$ cat src/rtl/input_conditioning_pkg.sv
// Shared definitions for the input conditioning blocks: debounce state
// encoding and a helper that sizes counters able to hold a given count.
package input_conditioning_pkg;

   typedef logic [1:0] dbState_t;

   // Stable and pending states for each debounced level
   localparam dbState_t S_IDLE0 = 2'b00;
   localparam dbState_t S_PEND1 = 2'b01;
   localparam dbState_t S_IDLE1 = 2'b11;
   localparam dbState_t S_PEND0 = 2'b10;

   // Bits needed to represent every value from 0 up to maxCount inclusive
   function automatic int counterWidth(input int maxCount);
      if (maxCount < 1)
         return 1;
      return $clog2(maxCount + 1);
   endfunction

endpackage

$ cat src/rtl/sync_chain.sv
// Multi-flop metastability synchronizer for an asynchronous single-bit input.
// STAGES flops in series; all of them reset to RESET_VAL so the chain starts
// out holding the idle level of the pin it is attached to.
module sync_chain
   import input_conditioning_pkg::*;
#(
   parameter int   STAGES    = 2,
   parameter logic RESET_VAL = 1'b0
) (
   input  logic i_clk,
   input  logic i_rst,
   input  logic i_d,
   output logic o_q
);

   logic [STAGES-1:0] r_stages;

   // Shift the raw value through the chain, oldest sample at the top bit
   always_ff @(posedge i_clk or posedge i_rst) begin
      if (i_rst)
         r_stages <= {STAGES{RESET_VAL}};
      else
         r_stages <= {r_stages[STAGES-2:0], i_d};
   end

   assign o_q = r_stages[STAGES-1];

endmodule

$ cat src/rtl/debounced_input.sv
// Debounced input conditioner for a pulled-up pin: synchronizer, debounce
// state machine with stability counter, and registered rise/fall pulses.
// Optional long-press detector enabled by defining DEBOUNCED_INPUT_LONGPRESS_EN;
// without it long_press is tied low and the port list is unchanged.
module debounced_input
   import input_conditioning_pkg::*;
#(
   parameter int SYNC_STAGES   = 2,
   parameter int STABLE_CYCLES = 1000,
   parameter int ACTIVE_LOW    = 1,
   parameter int LONG_CYCLES   = 50000000
) (
   input  logic clk,
   input  logic rst,
   input  logic raw,
   output logic level,
   output logic rise,
   output logic fall,
   output logic long_press
);

   // Idle pin level: a pulled-up pin idles high when active-low
   localparam logic RAW_IDLE = (ACTIVE_LOW != 0);

   localparam int           CW       = counterWidth(STABLE_CYCLES);
   localparam logic [CW-1:0] CNT_LAST = CW'(STABLE_CYCLES - 1);
   localparam logic [CW-1:0] CNT_ONE  = CW'(1);

   // Parameter legality guards, evaluated at elaboration only
   if (SYNC_STAGES < 2 || SYNC_STAGES > 4) begin : g_badSyncStages
      $error("debounced_input: SYNC_STAGES must be 2..4");
   end
   if (STABLE_CYCLES < 1) begin : g_badStableCycles
      $error("debounced_input: STABLE_CYCLES must be at least 1");
   end
   if (LONG_CYCLES < 1) begin : g_badLongCycles
      $error("debounced_input: LONG_CYCLES must be at least 1");
   end

   logic          w_synced;
   logic          w_s;
   dbState_t      r_state;
   logic [CW-1:0] r_cnt;
   logic          r_level;
   logic          r_rise;
   logic          r_fall;
   dbState_t      w_nextState;
   logic [CW-1:0] w_nextCnt;
   logic          w_commitRise;
   logic          w_commitFall;

   sync_chain #(
      .STAGES    (SYNC_STAGES),
      .RESET_VAL (RAW_IDLE)
   ) u_sync (
      .i_clk (clk),
      .i_rst (rst),
      .i_d   (raw),
      .o_q   (w_synced)
   );

   // Polarity-corrected synchronized sample: 1 means the pin is active
   assign w_s = w_synced ^ RAW_IDLE;

   // Next-state logic: start a count on a change, drop it on a glitch,
   // commit once the new value has been seen STABLE_CYCLES times in a row
   always_comb begin
      w_nextState  = r_state;
      w_nextCnt    = r_cnt;
      w_commitRise = 1'b0;
      w_commitFall = 1'b0;
      case (r_state)
         S_IDLE0: begin
            if (w_s) begin
               if (STABLE_CYCLES == 1) begin
                  w_nextState  = S_IDLE1;
                  w_nextCnt    = '0;
                  w_commitRise = 1'b1;
               end else begin
                  w_nextState = S_PEND1;
                  w_nextCnt   = CNT_ONE;
               end
            end
         end
         S_PEND1: begin
            if (!w_s) begin
               w_nextState = S_IDLE0;
               w_nextCnt   = '0;
            end else if (r_cnt == CNT_LAST) begin
               w_nextState  = S_IDLE1;
               w_nextCnt    = '0;
               w_commitRise = 1'b1;
            end else begin
               w_nextCnt = r_cnt + CNT_ONE;
            end
         end
         S_IDLE1: begin
            if (!w_s) begin
               if (STABLE_CYCLES == 1) begin
                  w_nextState  = S_IDLE0;
                  w_nextCnt    = '0;
                  w_commitFall = 1'b1;
               end else begin
                  w_nextState = S_PEND0;
                  w_nextCnt   = CNT_ONE;
               end
            end
         end
         S_PEND0: begin
            if (w_s) begin
               w_nextState = S_IDLE1;
               w_nextCnt   = '0;
            end else if (r_cnt == CNT_LAST) begin
               w_nextState  = S_IDLE0;
               w_nextCnt    = '0;
               w_commitFall = 1'b1;
            end else begin
               w_nextCnt = r_cnt + CNT_ONE;
            end
         end
         default: begin
            w_nextState = S_IDLE0;
            w_nextCnt   = '0;
         end
      endcase
   end

   // State, stability counter, level and single-cycle edge registers
   always_ff @(posedge clk or posedge rst) begin
      if (rst) begin
         r_state <= S_IDLE0;
         r_cnt   <= '0;
         r_level <= 1'b0;
         r_rise  <= 1'b0;
         r_fall  <= 1'b0;
      end else begin
         r_state <= w_nextState;
         r_cnt   <= w_nextCnt;
         r_rise  <= w_commitRise;
         r_fall  <= w_commitFall;
         if (w_commitRise)
            r_level <= 1'b1;
         else if (w_commitFall)
            r_level <= 1'b0;
      end
   end

   assign level = r_level;
   assign rise  = r_rise;
   assign fall  = r_fall;

`ifdef DEBOUNCED_INPUT_LONGPRESS_EN
   localparam int            LW        = counterWidth(LONG_CYCLES);
   localparam logic [LW-1:0] LONG_LAST = LW'(LONG_CYCLES - 1);
   localparam logic [LW-1:0] LONG_MAX  = LW'(LONG_CYCLES);

   logic [LW-1:0] r_longCnt;
   logic          r_longPulse;

   // Count cycles at level 1, pulse once on reaching LONG_CYCLES, then hold
   always_ff @(posedge clk or posedge rst) begin
      if (rst) begin
         r_longCnt   <= '0;
         r_longPulse <= 1'b0;
      end else begin
         r_longPulse <= 1'b0;
         if (!r_level) begin
            r_longCnt <= '0;
         end else if (r_longCnt != LONG_MAX) begin
            r_longCnt <= r_longCnt + LW'(1);
            if (r_longCnt == LONG_LAST)
               r_longPulse <= 1'b1;
         end
      end
   end

   assign long_press = r_longPulse;
`else
   assign long_press = 1'b0;
`endif

endmodule

$ cat config.mk
export PLATFORM = sky130hd
export DESIGN_NAME = debounced_input
export DESIGN_NICKNAME = d
export VERILOG_FILES = /design/src/rtl/input_conditioning_pkg.sv /design/src/rtl/sync_chain.sv /design/src/rtl/debounced_input.sv
export SDC_FILE = /design/constraint.sdc
export NUM_CORES = 1
export LEC_CHECK = 0
export BUFFER_PORTS_ARGS = -buffer_cell sky130_fd_sc_hd__buf_2
export CAP_MARGIN = 20
export CELL_PAD_IN_SITES_DETAIL_PLACEMENT = 0
export CELL_PAD_IN_SITES_GLOBAL_PLACEMENT = 1
export CORE_MARGIN = 2
export CORE_UTILIZATION = 34
export DETAILED_ROUTE_END_ITERATION = 8
export GPL_TIMING_DRIVEN = 0
export PLACE_DENSITY = 0.66
export SYNTH_ARGS = -nofsm -noshare
export SYNTH_HDL_FRONTEND = slang
export SYNTH_SLANG_ARGS = --single-unit
$ cat constraint.sdc
create_clock -name clk -period 2.25 [get_ports clk]
set_input_delay 0 -clock clk [delete_from_list [all_inputs] [get_ports clk]]
set_output_delay 0 -clock clk [all_outputs]
set_load 0.03 [all_outputs]
==> results.json, run 1 <==
{
  "status": "finished, final reports clean",
  "path_class": "reg -> reg",
  "p_per_area_mw_per_mm2": 925,
  "grt_pass1_vias": 787,
  "grt_antenna_before_repair": 0,
  "synthCells": 107,
  "layout_setup_ws_ns": 0.211,
  "port_buffers": 5,
  "pwr-share-seq_pct": 37.9,
  "start_util_pct": 36.0,
  "cts_made_buffers": 3,
  "cp.required_ns": 2.48,
  "drive_above_1_share_pct": 17.8,
  "detail_route.wl_per_cell_um": 14.0,
  "combPwrFrac_pct": 45.3,
  "min_path_type": "in -> async",
  "syn-num-nets": 116,
  "layout_commonest_cell": "dfrtp_1",
  "slowest_delay_ns": 0.52,
  "yosys.area.top_type": "dfrtp_1",
  "area_delta_synth_final_pct": 11.1,
  "vias": 784,
  "drtIter0Drc": 31,
  "ioPinCount": 7,
  "num_rows": 19,
  "cts_setup_buffers": 0,
  "r2r_cells": 6,
  "htreeDepth": 1,
  "fp.dieH_um": 58.0,
  "grt_pass1_wl_um": 3730,
  "place.gp.congestion": 0.744,
  "endpoint_kind": "flip-flop",
  "fillers": 283,
  "mostFrequentLayoutCells": "15 x dfrtp_1, 14 x nand2_1, 8 x nand3_1",
  "cp_slowest_cell": "or4_1",
  "power.share.clock_pct": 16.8,
  "core_mm2": 0.00276,
  "cp_cell_sequence": "inv_1 -> ha_1 -> inv_2 -> o31a_1 -> or4_1 -> nand3_1",
  "tightest_slew_ns": 0.650,
  "multiInputGateArea_um2": 507,
  "dp_hpwl_um": 1520,
  "regArea_um2": 428,
  "diodes": 0,
  "synth.area.top_cells": "dfrtp_1 38%, ha_1 7.6%, dfstp_2 5.3%, nand2_1 5.3%, mux2i_1 4.0%",
  "finalNetCount": 128,
  "hold_viol": 0,
  "ys_seq_elements": 17,
  "synth_top_area_share_pct": 37.8,
  "p_int_mw": 0.593,
  "sw_frac_of_total_pct": 41.9,
  "fmax_mhz": 490,
  "root_buffer": "clkbuf_4",
  "grt_max_degree": 18,
  "power_leakage_nw": 0.505,
  "p_switching_mw": 0.427,
  "setup_viol": 0,
  "first_pass_iters": 4,
  "yosysSeqAreaShare_pct": 43.1,
  "fin_crit_sh_pct": 90.6,
  "clock_path_buffers": 2,
  "setup_tns_ns": 0,
  "max_cap_viol_count": 0,
  "ant_nets": 0,
  "drv_slew": 0,
  "clk_pin_slew_worst_paths_ns": 0.11,
  "cts_sinks": 17,
  "insertion_delay_ns": 0.29,
  "dieWidth_um": 58.0,
  "gr-total-overflow": 0,
  "syn_avg_cell_area_um2": 9.27,
  "dieArea_mm2": 0.00337,
  "fin_skew_ns": 0.00313,
  "rsz0062_at_grt": "false",
  "synth_cell_types": 36,
  "arrival_ns": 2.27,
  "post_cts_resized": 0,
  "cts_tree": "built",
  "ys_warn_count": 0,
  "slew_headroom_pct": 56.6,
  "peakVddDrop_v": 0.000606,
  "worstPathMaxFanout": 6,
  "drc_errors": 0,
  "syn-cell-area_um2": 992,
  "grt_util_all_layers_pct": 14.5,
  "dp_slack_ns": 0.256,
  "critPathLaunchType": "flip-flop",
  "wirelength_um": 2090,
  "finalPower_mw": 1.02,
  "finalCriticalPeriod_ns": 2.04,
  "drt-vias-per-instance": 5.26
}
-- worst max-delay path: cells and delay by family (launching register included) --
kind / cells / cell delay, ns
AND/OR/NAND/NOR: 2 / 0.61
AO/OA/AOI/OAI: 1 / 0.36
flip-flops: 1 / 0.40
buffers and inverters: 2 / 0.19
adder cells (fa/ha/maj): 1 / 0.42
-- what timing repair did --
item                                    CTS  global route
endpoints found under the setup margin    0             0
hold buffers                              2             0
hold endpoints to repair                 16             0
-- cell type report --
| class | instances | share of cell area [%] |
|---|---|---|
| Timing Repair Buffer | 7 | 4.09 |
| Sequential cell | 17 | 38.8 |
| Clock buffer | 4 | 2.38 |
| Tap cell | 31 | 3.52 |
| Inverter | 8 | 2.72 |
| Multi-Input combinational cell | 78 | 46.0 |
| Buffer | 4 | 2.50 |
-- stage by stage --
step / util, % / instance area [um2] / hold WS [ns] / cells
floorplan: - / 992 / -0.0754 / 107
finish: 40.0 / 1100 / 0.334 / 149
global placement: 38.3 / 1060 / 0.106 / 143
detailed placement: 38.3 / 1060 / 0.108 / 143
global route: 40.0 / 1100 / 0.359 / 149
CTS: 40.0 / 1100 / 0.345 / 149
-- layer usage --
layer	wire length, um	global-route usage [%]	vias up
li1	-	-	402
met1	1070	20.5	372
met2	959	22.2	8
met3	46	2.68	2
met4	18	4.98	0
met5	0	0	-
-- sequential cells by signal, summed over array words and instances (netlist names) --
register	cells
fall	1
level	1
r_cnt	10
r_state	2
rise	1
u_sync.r_stages	2
-- power by group through the flow --
stage               clock network (mW)  logic (mW)  registers [mW]
floorplan                            0       0.363           0.382
global placement                     0       0.454           0.388
detailed placement                   0       0.458           0.392
CTS                              0.175       0.462           0.386
global route                     0.186       0.521           0.393
finish                           0.171       0.462           0.386
-- final timing paths --
path,slack (ns),startpoint,to
min in group clk,0.35,raw,u_sync.r_stages[0]$_DFF_PP1_
max in group asynchronous,1.50,rst,r_state[1]$_DFFE_PP0P_
max reg2reg,0.21,r_state[0]$_DFFE_PP0P_,r_cnt[8]$_DFFE_PP0P_
max,0.21,r_state[0]$_DFFE_PP0P_,r_cnt[8]$_DFFE_PP0P_
min,0.33,rst,r_cnt[7]$_DFFE_PP0P_
min reg2reg,0.36,u_sync.r_stages[0]$_DFF_PP1_,u_sync.r_stages[1]$_DFF_PP1_
-- kinds of logic after synthesis --
group,after synthesis,share of synthesized area [%]
AOI/OAI and AO/OA,22,14.5
adders and majority gates,6,7.57
buffers and inverters,12,5.80
DFF,17,43.1
muxes,6,6.31
other,1,0.378
and+or+nand+nor,43,22.3
-- cell usage after synthesis --
cell type	instances
dfrtp_1	15
nand2_1	14
nand3_1	8
inv_1	7
ha_1	6
nor2_1	6
o21ai_0	6
a21oi_1	4
mux2i_1	4
a31oi_1	3
nor3_1	3
and3_1	2
dfstp_2	2
mux2_2	2
nand4b_1	2
or2_2	2
or4_1	2
a21oi_2	1
a2bb2oi_1	1
a32oi_1	1
buf_2	1
buf_4	1
buf_6	1
clkbuf_1	1
conb_1	1
inv_2	1
nand2b_4	1
nand4_1	1
nor3b_1	1
o2111ai_1	1
o211ai_1	1
o22ai_1	1
o31a_1	1
o31a_2	1
o31ai_1	1
or3_1	1
No activity file was read; power rests on OpenSTA's default activity.
==> run 2, diff against run 1 <==
Settings changed: BUFFER_PORTS_ARGS -buffer_cell sky130_fd_sc_hd__buf_2 to not set, DONT_BUFFER_PORTS set to 1, PLACE_DENSITY 0.66 to 0.63.
==> run 2 against run 1 <==
Combinational power shrank 2%. Hold slack lost 0.096 ns. Fmax is 3.4% higher. Non-clock buffer count decreased by 5. Clock skew is 0.0086 ns higher.
==> results.json, run 2 (synthesis gave the netlist of run 1 again) <==
{
  "status": "finished, final reports clean",
  "layout_commonest_cell": "dfrtp_1",
  "min_path_type": "in -> async",
  "clk_pin_slew_worst_paths_ns": 0.10,
  "finalPower_mw": 1.00,
  "dieWidth_um": 58.0,
  "endpoint_kind": "flip-flop",
  "fp.dieH_um": 58.0,
  "largest_registers": "r_cnt: 10 flops, r_state: 2 flops, u_sync.r_stages: 2 flops",
  "combPwrFrac_pct": 45.4,
  "num_rows": 19,
  "met3_length_um": 57,
  "grt_pass1_vias": 767,
  "sw_frac_of_total_pct": 40.9,
  "first_pass_iters": 4,
  "port_buffers": 0,
  "fmax_mhz": 507,
  "worstPathMaxFanout": 6,
  "grt_max_degree": 18,
  "path_class": "reg -> reg",
  "ant_nets": 0,
  "htreeDepth": 1,
  "p_per_area_mw_per_mm2": 930,
  "grt_util_all_layers_pct": 13.7,
  "cts_setup_buffers": 0,
  "mostFrequentLayoutCells": "15 x dfrtp_1, 14 x nand2_1, 8 x nand3_1",
  "regMostFlops": "r_cnt",
  "core_mm2": 0.00276,
  "drive_above_1_share_pct": 14.2,
  "wirelength_um": 2000,
  "insertion_delay_ns": 0.29,
  "power_leakage_nw": 0.480,
  "drtIter0Drc": 27,
  "root_buffer": "clkbuf_4",
  "detail_route.wl_per_cell_um": 13.9,
  "grt_antenna_before_repair": 0,
  "power.share.clock_pct": 16.1,
  "dr_wl_met2_um": 957,
  "ioPinCount": 7,
  "peakVddDrop_v": 0.000625,
  "cts_made_buffers": 3,
  "cts_sinks": 17,
  "dp_hpwl_um": 1490,
  "critPathLaunchType": "flip-flop",
  "grt_pass1_wl_um": 3440,
  "place.gp.congestion": 0.777,
  "fin_skew_ns": 0.0117,
  "finalCriticalPeriod_ns": 1.97,
  "setup_viol": 0,
  "finalNetCount": 123,
  "max_cap_viol_count": 0,
  "drt-vias-per-instance": 5.31,
  "clock_path_buffers": 2,
  "largest_reg_flops": 10,
  "fin_crit_sh_pct": 87.6,
  "regArea_um2": 428,
  "p_switching_mw": 0.410,
  "area_delta_synth_final_pct": 8.57,
  "fillers": 284,
  "wl_met1_um": 962,
  "hold_viol": 0,
  "arrival_ns": 2.19,
  "gr-total-overflow": 0,
  "slew_headroom_pct": 56.1,
  "start_util_pct": 36.0,
  "multiInputGateArea_um2": 507,
  "diodes": 0,
  "pwr-share-seq_pct": 38.5,
  "vias": 764,
  "top_layer": "met4",
  "setup_tns_ns": 0,
  "rsz0062_at_grt": "false",
  "cts_tree": "built",
  "drc_errors": 0,
  "tightest_slew_ns": 0.657,
  "drv_slew": 0,
  "p_int_mw": 0.592,
  "dieArea_mm2": 0.00337,
  "cp.required_ns": 2.47
}
[run 2: changes by cell type in the layout (fill, tap and decap cells not counted), sizes merged]
cell  change
buf       -5
[run 2: final cells by class]
type                    count  share of cell area [%]
plain buffers               4                    2.56
repair buffers              2                    1.86
well taps                  31                    3.60
inverters                   8                    2.79
clock buffers               4                    2.44
flip-flops and latches     17                    39.7
multi-input cells          78                    47.0
[run 2: worst paths after layout]
check,startpoint,depth (start not counted),end,slack (ns)
hold / removal,rst,2,level$_DFFE_PP0P_,0.24
min in group clk,raw,1,u_sync.r_stages[0]$_DFF_PP1_,0.25
max in group asynchronous,rst,2,r_cnt[3]$_DFFE_PP0P_,1.58
setup / recovery,r_state[0]$_DFFE_PP0P_,6,r_cnt[9]$_DFFE_PP0P_,0.28
hold reg to reg,u_sync.r_stages[0]$_DFF_PP1_,0,u_sync.r_stages[1]$_DFF_PP1_,0.36
setup reg to reg,r_state[0]$_DFFE_PP0P_,6,r_cnt[9]$_DFFE_PP0P_,0.28
[run 2: what timing repair did]
action                    4_1_cts  5_1_grt
hold endpoints to repair       16        0
resized for setup               0        0
hold buffers                    2        0
[run 2: worst max-delay path, cell delays in order, from the launching register on]
cell and delay [ns]:
dfrtp_1 0.39, inv_1 0.10, ha_1 0.41, inv_2 0.08
o31a_1 0.35, or4_1 0.48, o211ai_1 0.10
[run 2: per-layer routing]
metal  vias to the layer above  GRT usage (%)
li1                        392              -
met1                       362           17.2
met2                         8           22.6
met3                         2           4.69
met4                         0           3.99
met5                         -              0
[run 2: power by group through the flow]
stage	Combinational, mW	Sequential [mW]	Clock (mW)
floorplan	0.363	0.382	0
global placement	0.453	0.389	0
detailed placement	0.462	0.391	0
CTS	0.465	0.385	0.175
global route	0.514	0.393	0.186
finish	0.455	0.385	0.161
[run 2: stage by stage]
step / instance area (um2) / instances / utilization (%) / setup WS, ns / hold slack [ns]
floorplan: 992 / 107 / - / 0.448 / -0.0754
global placement: 1030 / 138 / 37.4 / 0.300 / 0.00455
detailed placement: 1030 / 138 / 37.4 / 0.258 / 0.00454
CTS: 1080 / 144 / 39.1 / 0.263 / 0.237
global route: 1080 / 144 / 39.1 / 0.164 / 0.233
finish: 1080 / 144 / 39.1 / 0.278 / 0.238
